$ cat config.mk
export PLATFORM = sky130hd
export DESIGN_NAME = bullet_motion_collider
export DESIGN_NICKNAME = d
export VERILOG_FILES = /design/src/rtl/bullet_motion_collider.sv
export SDC_FILE = /design/constraint.sdc
export NUM_CORES = 1
export LEC_CHECK = 0
export CELL_PAD_IN_SITES_DETAIL_PLACEMENT = 1
export CELL_PAD_IN_SITES_GLOBAL_PLACEMENT = 2
export CORE_MARGIN = 1
export CORE_UTILIZATION = 29
export CTS_CLUSTER_SIZE = 20
export DETAILED_ROUTE_END_ITERATION = 10
export PLACE_DENSITY_LB_ADDON = 0.12
export SLEW_MARGIN = 25
export SYNTH_ARGS = -nofsm -noshare
export SYNTH_HDL_FRONTEND = slang
export SYNTH_SLANG_ARGS = --single-unit
$ cat constraint.sdc
create_clock -name fsm_clock -period 3.7 [get_ports fsm_clock]
set_clock_uncertainty 0.05 [all_clocks]
set_input_delay 0.74 -clock fsm_clock [delete_from_list [all_inputs] [get_ports fsm_clock]]
set_output_delay 0.74 -clock fsm_clock [all_outputs]
set_load 0.05 [all_outputs]
$ cat src/rtl/bullet_motion_collider.sv
// Bullet motion and collision tracker: spawns a bullet at the shooter's leading edge, steps it once
// per frame tick, and reports screen-edge, wall-tile or target-tank hits to the bullet control FSM.
module bullet_motion_collider #(
  parameter int unsigned SCREEN_W     = 640,
  parameter int unsigned SCREEN_H     = 480,
  parameter int unsigned TILE_SHIFT   = 4,
  parameter int unsigned TANK_SIZE    = 32,
  parameter int unsigned BULLET_SIZE  = 4,
  parameter int unsigned BULLET_SPEED = 4
) (
  input  logic        fsm_clock,
  input  logic        reset,
  input  logic        frame_tick,
  input  logic        drawbulletsignal,
  input  logic [9:0]  shooter_x,
  input  logic [9:0]  shooter_y,
  input  logic [1:0]  shooter_dir,
  input  logic [9:0]  target_x,
  input  logic [9:0]  target_y,
  output logic [10:0] wall_addr,
  input  logic        wall_data,
  output logic [9:0]  bullet_x,
  output logic [9:0]  bullet_y,
  output logic        bullet_active,
  output logic        bulletwallcollisionsignal,
  output logic        bullettankcollisionsignal
);

  localparam logic [10:0] HalfW    = 11'(TANK_SIZE / 2 - BULLET_SIZE / 2);
  localparam logic [10:0] TankW    = 11'(TANK_SIZE);
  localparam logic [10:0] BulW     = 11'(BULLET_SIZE);
  localparam logic [10:0] HalfBulW = 11'(BULLET_SIZE / 2);
  localparam logic [10:0] SpdW     = 11'(BULLET_SPEED);
  localparam logic [10:0] ScrW     = 11'(SCREEN_W);
  localparam logic [10:0] ScrH     = 11'(SCREEN_H);
  localparam logic [10:0] MapW     = 11'(SCREEN_W >> TILE_SHIFT);

  typedef enum logic [2:0] {
    StIdle, StSpawn, StWaitTick, StMove, StWallRd, StWallChk, StHit
  } state_e;

  state_e      state_q, state_d;
  logic [1:0]  dir_q, dir_d;
  logic        kind_tank_q, kind_tank_d;
  logic [9:0]  x_q, x_d, y_q, y_d;
  logic        draw_q;
  logic        active_q, wall_hit_q, tank_hit_q;

  logic [10:0] sp_x, sp_y, mv_x, mv_y, tx, ty, cx, cy;
  logic        sp_under, sp_oob, mv_under, mv_oob, hit_tank;

  // Spawn position at the tank's leading edge, centred on the perpendicular axis.
  always_comb begin
    sp_x     = {1'b0, shooter_x};
    sp_y     = {1'b0, shooter_y};
    sp_under = 1'b0;
    unique case (shooter_dir)
      2'd0: begin
        sp_x     = sp_x + HalfW;
        sp_under = sp_y < BulW;
        sp_y     = sp_y - BulW;
      end
      2'd1: begin
        sp_x = sp_x + TankW;
        sp_y = sp_y + HalfW;
      end
      2'd2: begin
        sp_x = sp_x + HalfW;
        sp_y = sp_y + TankW;
      end
      default: begin
        sp_under = sp_x < BulW;
        sp_x     = sp_x - BulW;
        sp_y     = sp_y + HalfW;
      end
    endcase
    sp_oob = sp_under || (sp_x + BulW > ScrW) || (sp_y + BulW > ScrH);
  end

  always_comb begin
    mv_x     = {1'b0, x_q};
    mv_y     = {1'b0, y_q};
    mv_under = 1'b0;
    unique case (dir_q)
      2'd0: begin
        mv_under = mv_y < SpdW;
        mv_y     = mv_y - SpdW;
      end
      2'd1:    mv_x = mv_x + SpdW;
      2'd2:    mv_y = mv_y + SpdW;
      default: begin
        mv_under = mv_x < SpdW;
        mv_x     = mv_x - SpdW;
      end
    endcase
    mv_oob   = mv_under || (mv_x + BulW > ScrW) || (mv_y + BulW > ScrH);
    tx       = {1'b0, target_x};
    ty       = {1'b0, target_y};
    hit_tank = (mv_x < tx + TankW) && (mv_x + BulW > tx) &&
               (mv_y < ty + TankW) && (mv_y + BulW > ty);
  end

  assign cx        = {1'b0, x_q} + HalfBulW;
  assign cy        = {1'b0, y_q} + HalfBulW;
  assign wall_addr = (cy >> TILE_SHIFT) * MapW + (cx >> TILE_SHIFT);

  always_comb begin
    state_d     = state_q;
    dir_d       = dir_q;
    kind_tank_d = kind_tank_q;
    x_d         = x_q;
    y_d         = y_q;
    unique case (state_q)
      StIdle:     if (drawbulletsignal && !draw_q) state_d = StSpawn;
      StSpawn: begin
        dir_d = shooter_dir;
        if (sp_oob) begin
          state_d     = StHit;
          kind_tank_d = 1'b0;
        end else begin
          x_d     = sp_x[9:0];
          y_d     = sp_y[9:0];
          state_d = StWallRd;
        end
      end
      StWaitTick: if (frame_tick) state_d = StMove;
      StMove: begin
        if (mv_oob) begin
          state_d     = StHit;
          kind_tank_d = 1'b0;
        end else begin
          x_d = mv_x[9:0];
          y_d = mv_y[9:0];
          if (hit_tank) begin
            state_d     = StHit;
            kind_tank_d = 1'b1;
          end else begin
            state_d = StWallRd;
          end
        end
      end
      StWallRd:   state_d = StWallChk;
      StWallChk: begin
        if (wall_data) begin
          state_d     = StHit;
          kind_tank_d = 1'b0;
        end else begin
          state_d = StWaitTick;
        end
      end
      StHit:      if (!drawbulletsignal) state_d = StIdle;
      default:    state_d = StIdle;
    endcase
    // Abort: the FSM withdrew the bullet before any collision was reported.
    if (!drawbulletsignal && state_q != StIdle && state_q != StHit) state_d = StIdle;
    if (state_d == StIdle) begin
      x_d = '0;
      y_d = '0;
    end
  end

  always_ff @(posedge fsm_clock or posedge reset) begin
    if (reset) begin
      state_q     <= StIdle;
      dir_q       <= '0;
      kind_tank_q <= 1'b0;
      x_q         <= '0;
      y_q         <= '0;
      draw_q      <= 1'b0;
      active_q    <= 1'b0;
      wall_hit_q  <= 1'b0;
      tank_hit_q  <= 1'b0;
    end else begin
      state_q     <= state_d;
      dir_q       <= dir_d;
      kind_tank_q <= kind_tank_d;
      x_q         <= x_d;
      y_q         <= y_d;
      draw_q      <= drawbulletsignal;
      active_q    <= (state_d != StIdle);
      wall_hit_q  <= (state_d == StHit) && !kind_tank_d;
      tank_hit_q  <= (state_d == StHit) && kind_tank_d;
    end
  end

  assign bullet_x                  = x_q;
  assign bullet_y                  = y_q;
  assign bullet_active             = active_q;
  assign bulletwallcollisionsignal = wall_hit_q;
  assign bullettankcollisionsignal = tank_hit_q;

endmodule

# Yosys cells after proc, flatten, opt, wreduce, memory -nomap -nowiden

Cells that the tools add are included.

Logic and storage cells: 110
Bits of input ports: 47
Register bits after elaboration: 30

Equal/unequal tests: 14
Reduce and logical (&&, ||, !) cells: 27
Mux-type cells: 28
Order comparisons: 12
Multiply operators: 1
$add $sub $neg: 19

Operators by type and width:

| kind                  | number |
|---|---|
| $pmux 11 s2           | 4 |
| $mux 10               | 6 |
| $add 10x6->11 const B | 4 |
| $add 11x3->11 const B | 4 |
| $sub 10x3->11 const B | 4 |
| $lt 10x3->1 const B   | 4 |
| $pmux 10 s2           | 2 |
| $add 10x2->11 const B | 2 |
| $add 10x3->11 const B | 2 |
| $add 10x4->11 const B | 2 |
| $gt 11x10->1          | 2 |
| $gt 11x10->1 const B  | 2 |
| $gt 11x9->1 const B   | 2 |
| $lt 11x11->1          | 2 |
| $pmux 3 s7            | 1 |
| $mux 3                | 5 |
| $eq 3x3->1 const B    | 4 |
| $add 11x7->11         | 1 |
| $ne 3x3->1 const B    | 3 |
| $reduce_bool 3->1     | 3 |
| $logic_and 1x1->1     | 8 |
| $mul 7x3->8 const B   | 1 |
| $reduce_or 2->1       | 4 |
| $eq 3x2->1 const B    | 2 |
| 12 further kinds      | 27 |

# Depth between registers and ports, before layout

Word-level depth: 15
Gate-level depth with buffers: 18
Depth with buffers taken out: 17

# Worst setup path before layout

Ideal clock, no wire load.

Kind: reg-to-output
Start point: reg y_q[4] (netlist: bullet_y[4])
End point: out wall_addr[10]
Stages on the path, launching flop included: 15
Arrival time: 3.678 ns
Required time: 2.910 ns
Path slack: -0.768 ns
Cell sequence: dfrtp_1 clkbuf_1 inv_1 nor2_1 nand4_1 xnor2_1 ha_1 inv_1 fa_1 inv_1 a21o_1 a21oi_1 xor2_1 xnor2_1 xnor2_1

Longest elaborated chain between the ends: 3

Ends and longest elaborated chain:

| element                  | RTL line | source |
|---|---|---|
| start: declaration       | 45       | `logic [9:0] x_q, x_d, y_q, y_d;` |
| start signal: assignment | 178      | `y_q <= y_d;` |
| $add 10x2->11            | 104      | `assign cy = {1'b0, y_q} + HalfBulW;` |
| $mul 7x3->8              | 105      | `assign wall_addr = (cy >> TILE_SHIFT) * MapW + (cx >> TILE_SHIFT);` |
| $add 11x7->11            | 105      |  |
| end: declaration         | 20       | `output logic [10:0] wall_addr,` |

No other way between the ends.

# Final worst setup path

Start point: reg y_q[6] (netlist: bullet_y[6])
End point: out wall_addr[10]

Same word-level chain as after synthesis.

==> out/results.ini <==
[outcome]
status = complete, but fails checks
violations = setup timing

[die]
die-area_um2 = 19600
die_h_um = 140
ios = 81
start_util = 0.296
die_w_um = 140
fp.coreArea_um2 = 18700
std_cell_rows = 50

[drt]
via_count = 6622
ant_nets = 0
drc = 0
drt_iter0_markers = 355
routed_wl_um = 23400
drtPass1Iterations = 6
wl_per_cell_um = 18.8
vias_per_cell = 5.31

[setup_path]
cp_slowest_cell = dfrtp_2
worstPathRequired_ns = 2.91
crit_path_start_kind = flop
crit_chain = buf_4 -> nand4_1 -> nor4_1 -> buf_4 -> ha_1 -> ha_1 -> a21oi_2 -> xor2_2 -> xnor2_2 -> xnor2_4 -> buf_12
reg2reg_slack_ns = -0.15
path_class = flop to output port
cp-end-kind = output port
r2r-end = state_q[1]$_DFF_PP0_
worstReg2RegStart = bullet_y[3]$_DFFE_PP0P_
worstPathMaxFanout = 6
cp_top_family = adder cells
worstPathArrival_ns = 3.14
worst-path-buf-inv = 3
r2r_cells = 17
max_stage_delay_ns = 0.47

[global_route]
grt.busiest_layer = met2
grt_max_degree = 31
grtUsageTotal = 0.230
use_met1 = 0.263
grt_pass1_wl_um = 36100
grt_pass1_vias = 7036
met3_usage = 0.0191
grt_remaining_overflow = 0
grtUsageMet2 = 0.455
antenna_found_initial = 0

[placement]
dp.cells = 1213
gp_congestion = 0.904
io_buffers = 80
dp_hpwl_um = 18600

[layout]
layout-drive-gt1-share = 0.385
layout_commonest_cell = buf_4
multi_input_area_um2 = 5170
ff_latch_area_um2 = 762
final_cell_mix = buf_4 (217), clkdlybuf4s50_1 (72), inv_1 (60)
num-nets-final = 1133
fin_cells = 1247
nFillCells = 2229
area_growth_pct = 68.2
diodes = 0

[clock_tree]
clockBufferDepth = 2
cts_sinks = 30
clkTransAtPathRegs_ns = 0.05
h-tree-depth = 2
cts-buffers-inserted = 5
cts_hold_buf = 0
cts_tree = yes
clockRootBuffer = clkbuf_16
insertion_delay_ns = 0.28

[sta]
min_period_ns = 3.93
holdWs_ns = 0.505
finalSetupViolations = 8
rsz0062_at_grt = true
worst_slew_pin_slew_ns = 0.543
hold_violations = 0
min_period_over_period = 1.06
drv_slew = 0
fmax_mhz = 254
setup_ws_ns = -0.232
relSlewSlack = 0.637

[logic_synthesis]
synth-seq-cells = 30
async_reset_ff_frac = 1.00
synth_xor_area_frac = 0.114
synth_top_family_by_area = simple AND/OR/NAND/NOR gates
synthAdderAreaFrac = 0.170
synth_edf_count = 0
synthMuxAreaShare = 0.0131
synth_cells = 733
synth_cell_types = 85
syn-mean-instance-area_um2 = 7.54
yosysTopAreaCellShare = 0.163
synth-compound-area-share = 0.243
synth_ff_type = dfrtp_1
synth_area_leaders = ha_1 (16%), dfrtp_1 (14%), xnor2_1 (7.8%), inv_1 (4.8%), a21oi_1 (3.7%)
yosys.area.top_type = ha_1
seq_area_frac_synth = 0.136
yosysWarnings = 0
synth_area_um2 = 5530
synth.net_count = 854
synth_simple_gate_area_frac = 0.246

[power]
pwr-share-seq = 0.087
pwr-share-clk = 0.086
pwr-share-comb = 0.827
switching_power_w = 0.00234
p_sw_frac = 0.475
intPower_w = 0.00258
leakagePower_nw = 4.17
p_per_area_nw_per_um2 = 529
ir_drop_uv = 220
finalPower_w = 0.00492

[worst_hold_path]
hold_path_end = kind_tank_q$_DFF_PP0_
min_from = kind_tank_q$_DFF_PP0_
min_path_cells = 2
hp-class = flop to flop

[run]
cap_violations = 0

layout make-up:
| cell class | count | share of cell area |
|---|---|---|
| timing repair buffer | 308 | 0.285 |
| clock inverter | 1 | 0.000538 |
| sequential | 30 | 0.0820 |
| tap | 234 | 0.0315 |
| clock buffer | 7 | 0.0153 |
| multi-input combinational | 595 | 0.556 |
| inverter | 72 | 0.0296 |
power by group through the flow:
stage	Sequential [W]	Clock, W	Combinational, W
after floorplan	0.000487	0	0.00181
after global placement	0.000429	0	0.00340
after detailed placement	0.000433	0	0.00351
after CTS	0.000428	0.000425	0.00375
after global routing	0.000435	0.000435	0.00439
final	0.000429	0.000423	0.00407
repair_timing:
action                     CTS  global route
cloned                       0             2
gates resized for setup     69            77
setup endpoints to repair   29            24
buffers inserted            12            17
pin swaps                   26            40
worst register-to-register path, stage by stage, from the launching register on:
cell and delay (ns):
dfrtp_2 0.43, buf_4 0.16, inv_4 0.05, ha_4 0.12, or4b_4 0.47, a21oi_4 0.19
xnor2_2 0.09, buf_4 0.16, nor3_4 0.22, xor2_1 0.19, ha_1 0.27, o21a_1 0.19
o21a_1 0.17, o32ai_2 0.13, o22ai_1 0.14, o211a_4 0.20, o31a_1 0.27, o31a_1 0.24
synth_stat cells (all sizes together) (6+ instances only):
cell type / number
a21o: 6
a21oi: 42
a221oi: 6
a31oi: 11
and2: 7
buf: 16
clkbuf: 20
dfrtp: 30
ha: 72
inv: 71
nand2: 52
nand2b: 15
nand3: 28
nand4: 16
nor2: 48
nor2b: 16
nor3: 24
nor4: 9
o211ai: 10
o21a: 10
o21ai: 30
o22ai: 7
xnor2: 50
xor2: 19
flip-flops by register name, indices dropped and copies added (netlist names):
signal / cells
kind_tank_q: 1
state_q: 3
draw_q: 1
bullet_x: 10
bullet_y: 10
bulletwallcollisionsignal: 1
bullettankcollisionsignal: 1
dir_q: 2
bullet_active: 1
routing by layer:
layer	wire, um	vias to the layer above
li1	-	3220
met1	9420	3243
met2	12700	118
met3	757	41
met4	512	0
met5	0	-
cell families (layout without fill, tap and decap cells):
kind of cell	count (synthesis)	in the layout
and+or+nand+nor	253	253
AOI/OAI and AO/OA	192	192
buffers and inverters	108	388
adders and majority gates	74	74
xor gates and xnor gates	69	69
DFF	30	30
muxes	7	7
stage by stage:
step	TNS (ns)	instance area (um^2)	worst slack, ns	utilization
6_report	-0.850	9300	-0.232	0.497
2_1_floorplan	-0.277	5680	-0.0967	-
5_1_grt	-1.93	9300	-0.355	0.497
4_1_cts	-0.714	8760	-0.283	0.468
3_3_place_gp	-4.83	8200	-0.268	0.438
3_5_place_dp	-9.68	8200	-0.480	0.438
worst max path at each step:
stage                                       start                                   to  slack (ns)  depth (start not counted)
final                     bullet_y[6]$_DFFE_PP0P_                        wall_addr[10]       -0.23                         11
after CTS                 bullet_y[3]$_DFFE_PP0P_                        wall_addr[10]       -0.28                         15
after global placement               shooter_x[2]  bulletwallcollisionsignal$_DFF_PP0_       -0.27                         13
after detailed placement             shooter_y[2]              bullet_y[5]$_DFFE_PP0P_       -0.48                         14
after floorplan           bullet_y[2]$_DFFE_PP0P_                 state_q[1]$_DFF_PP0_        -0.1                         16
after global routing      bullet_y[6]$_DFFE_PP0P_                        wall_addr[10]       -0.35                         11
No activity file was read; power rests on OpenSTA's default activity.
